$ cat src/rtl/ps2_pkg.sv
// Shared types and constants for the PS/2 host interface.
package ps2_pkg;

  typedef enum logic [2:0] {
    StIdle,
    StInhibit,
    StReq,
    StShift,
    StAck,
    StWaitIdle,
    StFinish
  } ps2_tx_state_e;

  typedef enum logic [1:0] {
    ErrNone    = 2'b00,
    ErrTimeout = 2'b01,
    ErrNack    = 2'b10
  } ps2_err_e;

  localparam logic [7:0] PS2_CMD_SET_LEDS = 8'hED;
  localparam logic [7:0] PS2_CMD_RESET    = 8'hFF;
  localparam logic [7:0] PS2_CMD_ENABLE   = 8'hF4;
  localparam logic [7:0] PS2_RESP_ACK     = 8'hFA;

  function automatic int unsigned max3(input int unsigned a, input int unsigned b,
                                       input int unsigned c);
    int unsigned m;
    m = (a > b) ? a : b;
    return (m > c) ? m : c;
  endfunction

endpackage

$ cat src/rtl/ps2_host_tx_line_filter.sv
// Synchronises one PS/2 pad, rejects glitches shorter than FILTER_LEN samples
// and flags filtered 1->0 transitions with a one-cycle strobe.
module ps2_line_filter #(
  parameter int unsigned FILTER_LEN = 8
) (
  input  logic i_clk,
  input  logic i_rst,
  input  logic i_pad,
  output logic o_level,
  output logic o_fall
);

  localparam int unsigned CntW = (FILTER_LEN > 1) ? $clog2(FILTER_LEN) : 1;

  logic [1:0]      r_sync;
  logic            r_level;
  logic            r_fall;
  logic [CntW-1:0] r_cnt;
  logic            w_flip;

  // Flip on the FILTER_LEN-th consecutive sample that disagrees with the level.
  assign w_flip = (r_sync[1] != r_level) && (r_cnt == CntW'(FILTER_LEN - 1));

  always_ff @(posedge i_clk) begin
    if (i_rst) begin
      r_sync  <= 2'b11;
      r_level <= 1'b1;
      r_cnt   <= '0;
      r_fall  <= 1'b0;
    end else begin
      r_sync <= {r_sync[0], i_pad};
      r_fall <= w_flip & r_level;
      if ((r_sync[1] == r_level) || w_flip) begin
        r_cnt <= '0;
      end else begin
        r_cnt <= r_cnt + 1'b1;
      end
      if (w_flip) begin
        r_level <= r_sync[1];
      end
    end
  end

  assign o_level = r_level;
  assign o_fall  = r_fall;

endmodule

$ cat src/rtl/ps2_host_tx.sv
// Host-to-device PS/2 command transmitter: inhibit, request-to-send, shift a
// byte with odd parity and stop on device clocks, then check the device ack.
module ps2_host_tx
  import ps2_pkg::*;
#(
  parameter int unsigned INHIBIT_CYCLES = 6000,
  parameter int unsigned SETUP_CYCLES   = 250,
  parameter int unsigned TIMEOUT_CYCLES = 1000000,
  parameter int unsigned FILTER_LEN     = 8
) (
  input  logic       iCLK_50,
  input  logic       Reset,
  input  logic       ps2_clk_in,
  input  logic       ps2_dat_in,
  output logic       ps2_clk_oe,
  output logic       ps2_dat_oe,
  input  logic [7:0] tx_data,
  input  logic       tx_start,
  output logic       tx_busy,
  output logic       tx_done,
  output logic       tx_error,
  output logic [1:0] err_cause
);

  localparam int unsigned CntMax = max3(INHIBIT_CYCLES, SETUP_CYCLES, TIMEOUT_CYCLES);
  localparam int unsigned CntW   = $clog2(CntMax + 1);

  ps2_tx_state_e   r_state, w_state_nxt;
  ps2_err_e        r_err, w_err_nxt;
  logic [CntW-1:0] r_cnt, w_cnt_nxt;
  logic [3:0]      r_bit, w_bit_nxt;
  logic [7:0]      r_data, w_data_nxt;
  logic            r_parity, w_parity_nxt;
  logic            r_dat_oe, w_dat_oe_nxt;
  logic            r_clk_oe, r_busy, r_done, r_error;
  logic            w_clk_level, w_clk_fall, w_dat_level, w_dat_fall_unused;
  logic            w_bit_val, w_timeout;

  ps2_line_filter #(
    .FILTER_LEN(FILTER_LEN)
  ) u_clk_filter (
    .i_clk  (iCLK_50),
    .i_rst  (Reset),
    .i_pad  (ps2_clk_in),
    .o_level(w_clk_level),
    .o_fall (w_clk_fall)
  );

  ps2_line_filter #(
    .FILTER_LEN(FILTER_LEN)
  ) u_dat_filter (
    .i_clk  (iCLK_50),
    .i_rst  (Reset),
    .i_pad  (ps2_dat_in),
    .o_level(w_dat_level),
    .o_fall (w_dat_fall_unused)
  );

  assign w_timeout = (r_cnt == CntW'(TIMEOUT_CYCLES - 1));

  // Frame bit k: 0..7 data LSB first, 8 parity, 9 stop.
  always_comb begin
    if (r_bit < 4'd8) begin
      w_bit_val = r_data[r_bit[2:0]];
    end else if (r_bit == 4'd8) begin
      w_bit_val = r_parity;
    end else begin
      w_bit_val = 1'b1;
    end
  end

  always_comb begin
    w_state_nxt  = r_state;
    w_err_nxt    = r_err;
    w_cnt_nxt    = r_cnt;
    w_bit_nxt    = r_bit;
    w_data_nxt   = r_data;
    w_parity_nxt = r_parity;
    w_dat_oe_nxt = r_dat_oe;
    unique case (r_state)
      StIdle: begin
        if (tx_start) begin
          w_data_nxt   = tx_data;
          w_parity_nxt = ~^tx_data;
          w_err_nxt    = ErrNone;
          w_bit_nxt    = '0;
          w_cnt_nxt    = '0;
          w_state_nxt  = StInhibit;
        end
      end
      StInhibit: begin
        if (r_cnt == CntW'(INHIBIT_CYCLES - 1)) begin
          w_cnt_nxt    = '0;
          w_dat_oe_nxt = 1'b1;
          w_state_nxt  = StReq;
        end else begin
          w_cnt_nxt = r_cnt + 1'b1;
        end
      end
      StReq: begin
        if (r_cnt == CntW'(SETUP_CYCLES - 1)) begin
          w_cnt_nxt   = '0;
          w_state_nxt = StShift;
        end else begin
          w_cnt_nxt = r_cnt + 1'b1;
        end
      end
      StShift, StAck, StWaitIdle: begin
        w_cnt_nxt = r_cnt + 1'b1;
        if (w_timeout) begin
          w_dat_oe_nxt = 1'b0;
          w_err_nxt    = ErrTimeout;
          w_state_nxt  = StFinish;
        end else if (r_state == StShift) begin
          if (w_clk_fall) begin
            w_dat_oe_nxt = ~w_bit_val;
            w_bit_nxt    = r_bit + 4'd1;
            if (r_bit == 4'd9) begin
              w_state_nxt = StAck;
            end
          end
        end else if (r_state == StAck) begin
          if (w_clk_fall) begin
            if (w_dat_level) begin
              w_err_nxt = ErrNack;
            end
            w_state_nxt = StWaitIdle;
          end
        end else if (w_clk_level && w_dat_level) begin
          w_state_nxt = StFinish;
        end
      end
      StFinish: w_state_nxt = StIdle;
      default:  w_state_nxt = StIdle;
    endcase
  end

  // Pad and status outputs are registered from the next state so they never glitch.
  always_ff @(posedge iCLK_50) begin
    if (Reset) begin
      r_state  <= StIdle;
      r_err    <= ErrNone;
      r_cnt    <= '0;
      r_bit    <= '0;
      r_data   <= '0;
      r_parity <= 1'b0;
      r_dat_oe <= 1'b0;
      r_clk_oe <= 1'b0;
      r_busy   <= 1'b0;
      r_done   <= 1'b0;
      r_error  <= 1'b0;
    end else begin
      r_state  <= w_state_nxt;
      r_err    <= w_err_nxt;
      r_cnt    <= w_cnt_nxt;
      r_bit    <= w_bit_nxt;
      r_data   <= w_data_nxt;
      r_parity <= w_parity_nxt;
      r_dat_oe <= w_dat_oe_nxt;
      r_clk_oe <= (w_state_nxt == StInhibit) || (w_state_nxt == StReq);
      r_busy   <= (w_state_nxt != StIdle) && (w_state_nxt != StFinish);
      r_done   <= (w_state_nxt == StFinish) && (w_err_nxt == ErrNone);
      r_error  <= (w_state_nxt == StFinish) && (w_err_nxt != ErrNone);
    end
  end

  assign ps2_clk_oe = r_clk_oe;
  assign ps2_dat_oe = r_dat_oe;
  assign tx_busy    = r_busy;
  assign tx_done    = r_done;
  assign tx_error   = r_error;
  assign err_cause  = r_err;

endmodule
$ cat config.mk
export PLATFORM = sky130hd
export DESIGN_NAME = ps2_host_tx
export DESIGN_NICKNAME = d
export VERILOG_FILES = /design/src/rtl/ps2_pkg.sv /design/src/rtl/ps2_host_tx_line_filter.sv /design/src/rtl/ps2_host_tx.sv
export SDC_FILE = /design/constraint.sdc
export NUM_CORES = 1
export LEC_CHECK = 0
export BUFFER_PORTS_ARGS = -buffer_cell sky130_fd_sc_hd__buf_2
export CELL_PAD_IN_SITES_DETAIL_PLACEMENT = 0
export CELL_PAD_IN_SITES_GLOBAL_PLACEMENT = 2
export CORE_MARGIN = 5
export CORE_UTILIZATION = 39
export CTS_BUF_LIST = sky130_fd_sc_hd__clkbuf_2
export DETAILED_ROUTE_END_ITERATION = 12
export GPL_TIMING_DRIVEN = 0
export PLACE_DENSITY = 0.93
export SLEW_MARGIN = 15
export SYNTH_ARGS = -nofsm -noshare
export SYNTH_HDL_FRONTEND = slang
export SYNTH_HIERARCHICAL = 1
export SYNTH_SLANG_ARGS = --single-unit
$ cat constraint.sdc
create_clock -name iCLK_50 -period 2.8 [get_ports iCLK_50]
set_clock_uncertainty 0.05 [all_clocks]
set_input_delay 0.28 -clock iCLK_50 [delete_from_list [all_inputs] [get_ports iCLK_50]]
set_output_delay 0.28 -clock iCLK_50 [all_outputs]
set_load 0.02 [all_outputs]
# Word level (Yosys, flattened, before mapping)
# Cells that the tools add are included.
[word_totals]
in_bits = 13
wordCells = 113
regBits = 56
output_inout_bits = 7
[classes]
reduce_logical = 24
n_mux = 36
magnitude_cmp = 2
addsub = 4
eq_ne = 27
bitwise = 2
[op_table]
columns = ["operator", "n"]
rows = [
  ["$pmux W20 S4", 1],
  ["$mux W20", 3],
  ["$mux W3", 10],
  ["$add A20 B1 Y20 const B", 1],
  ["$eq A20 B13 Y1 const B", 1],
  ["$eq A20 B20 Y1 const B", 1],
  ["$eq A20 B8 Y1 const B", 1],
  ["$mux W4", 4],
  ["$eq A3 B3 Y1 const B", 5],
  ["$mux W2", 6],
  ["$pmux W3 S4", 1],
  ["$eq A3 B2 Y1 const B", 3],
  ["$eq A4 B4 Y1 const B", 2],
  ["$ne A2 B2 Y1 const B", 4],
  ["$pmux W4 S2", 1],
  ["$reduce_xnor A8 Y1", 1],
  ["$mux W1", 7],
  ["$add A3 B1 Y3 const B", 2],
  ["$eq A3 B1 Y1 const B", 2],
  ["$logic_and A1 B1 Y1", 6],
  ["$ne A3 B3 Y1 const B", 2],
  ["$reduce_bool A2 Y1", 3],
  ["$reduce_and A5 Y1", 1],
  ["$add A4 B1 Y4 const B", 1],
  ["20 further kinds", 26],
]

# Logic depth before layout (Yosys ltp)
[logic_depth]
ltp_word = 8
ltp_mapped = 10
depth_no_buf = 8

# Cells and area by module
# The synthesis kept the hierarchy.
[modules_own_cells]
columns = ["module", "area_each_um2", "seq_area_each_um2", "cells_per_inst", "instances"]
rows = [
  ["ps2_host_tx", 2403.6, 860.8, 292, 1],
  ["ps2_line_filter", 239.0, 140.1, 18, 2],
]

# Worst setup path before layout
# Ideal clock, no wire load.
[synth_timing]
path_type = "reg2reg"
start = "register, netlist name r_cnt[16]"
end = "register, netlist name r_cnt[19]"
t_arrival_ps = 2114
period_less_slack_ps = 2279
setup_ps = 115
required_ps = 2635
path_buffers = 3
path_stages_with_launch = 10
path_slack_ps = 521
path_cell_list = "dfxtp_1 > or4_1 > or3_1 > clkbuf_2 > o31ai_1 > and2_1 > a21o_1 > buf_6 > buf_12 > nor2_1"

==> flow_summary.toml <==
[final_layout]
fin_area_um2 = 3210
fin_cells = 462
fillCellCount = 759
final_common_cell = "dfxtp_1"
final_util_pct = 44.8
final_layout_size_suffix_gt1_share_pct = 14.0
final_cell_mix = "dfxtp_1 (55), nor2_1 (39), nand2_1 (38), a21oi_1 (22)"
layout.nets = 384
syn2layout_area_growth_pct = 12.8
insertedDiodeCount = 0

[critical_path]
cp.required_ns = 3.10
path_depth = 8
cp_num_buf_inv = 1
rrSetupSlack_ns = 0.23
start_kind = "flop"
setup.worst_path.start = "r_cnt[1]"
worst-setup-path-type = "reg -> reg"
reg2reg_from = "r_cnt[1]"
reg2reg_depth = 8
slowest_delay_ns = 0.53
r2r-end = "ps2_clk_oe"
crit_chain = "ha_1, nand2_1, or4_1, clkbuf_1, o21a_1, a211oi_2, a21oi_1, nor4bb_1"
arrival_ns = 2.87
critPathSlowestCell = "or4_1"
end_kind = "flop"
cp_top_family = "simple AND/OR/NAND/NOR gates"
path_max_fanout = 6

[clock_tree]
numCtsBuffers = 5
cts.sinks = 56
insertion_delay_ns = 0.45
root_buffer = "clkbuf_2"
cts_tree = "done"
clkTransAtPathRegs_ns = 0.30
h-tree-depth = 2
clockBufferDepth = 2
post_cts_buffers = 0

[power_and_ir_drop]
p_total_mw = 1.30
p_leak_nw = 1.17
power_density_nw_per_um2 = 405
ir_worst_vdd_mv = 0.172

[synthesis]
synth_area_per_cell_um2 = 8.74
synth_cells = 326
ys_warn_count = 6
netlist_area_um2 = 2850
syn_nets = 348

[timing]
slew_violations = 0
worst_hold_slack_ns = 0.109
clock.fmax_mhz = 389
slew_headroom_pct = 54.9
fin_ws_ns = 0.227
worst_slew_pin_slew_ns = 0.671
fin_crit_ns = 2.57
rsz0062_at_grt = "false"
post-route-period-util_pct = 91.9
setup_tns_ns = 0
hold_viol_final = 0
report.final.setup_viol = 0

[routing]
ant_nets = 0
drtIter0Drc = 94
drc = 0
vias_per_cell = 5.15
routed-via-count = 2377
wl_um = 6220
wl_per_cell_um = 13.5
firstDrtPassIters = 4

[placed_design]
portBuffers = 19
globalplace.congestion = 0.850
placed_cells = 444
post_dp_cell_area_um2 = 3070
place_ws_ns = 0.295
place.detailed.hpwl_um = 4610

[floorplan]
ios = 20
core_area_um2 = 7180
rows = 31
dieArea_um2 = 9110
die_x_um = 95.5
die_y_um = 95.5
start_util_pct = 39.7

[worst_hold_path]
worstHoldStart = "Reset"
min_to = "u_dat_filter/r_cnt[0]"
whs_path_depth = 2
hold_class = "in -> reg"

[global_route]
grt_start_max_net_pins = 18
grt_pass1_wl_um = 10600
globalRouteOverflowTotal = 0
grt_pass1_vias = 2265
track_usage_pct = 14.6
antenna_found_initial = 0

[run_status]
status = "finished, final reports clean"

[flow_run]
cap_violations = 0
==> power by group <==
part	internal (mW)	switching, mW
Clock	0.0678	0.250
Combinational	0.0705	0.0822
Sequential	0.820	0.0111
==> state kept, by name, summed over array words and instances, names as in the netlist <==
signal                flops
tx_busy                   1
r_state                   3
tx_done                   1
u_dat_filter/r_cnt        3
tx_error                  1
u_clk_filter/r_sync       2
r_data                    8
r_bit                     4
u_clk_filter/o_fall       1
err_cause                 2
ps2_clk_oe                1
u_clk_filter/r_cnt        3
u_clk_filter/o_level      1
u_dat_filter/r_sync       2
u_dat_filter/o_level      1
r_parity                  1
ps2_dat_oe                1
r_cnt                    20
==> worst max-delay path by stage <==
stage / slack [ns] / end
final: 0.23 / ps2_clk_oe
after global routing: 0.01 / ps2_clk_oe
after CTS: 0.23 / ps2_clk_oe
after detailed placement: 0.30 / r_cnt[3]
after global placement: 0.31 / r_cnt[5]
after floorplan: 0.52 / r_cnt[19]
==> layer usage <==
metal,vias to the layer above,track usage [%],part of all wire [%]
met1,1119,19.1,49
met3,9,2.84,2.6
li1,1224,-,-
met5,-,0,0
met4,0,4.38,1.5
met2,25,24.4,47
==> what timing repair did <==
item                                    CTS  global route
endpoints found under the setup margin    0             1
endpoints found under the hold margin    10             0
resized for setup                         0             1
hold buffers                             10             0
==> layout make-up <==
class	count	area, um^2	area share [%]
Timing Repair Buffer	29	195	6.07
Clock inverter	2	13.8	0.428
Multi-Input combinational cell	247	1580	49.1
Buffer	15	120	3.74
Clock buffer	6	30.0	0.935
Inverter	8	30.0	0.935
Sequential cell	56	1120	34.9
Tap cell	99	124	3.86
No activity file was read; power rests on OpenSTA's default activity.
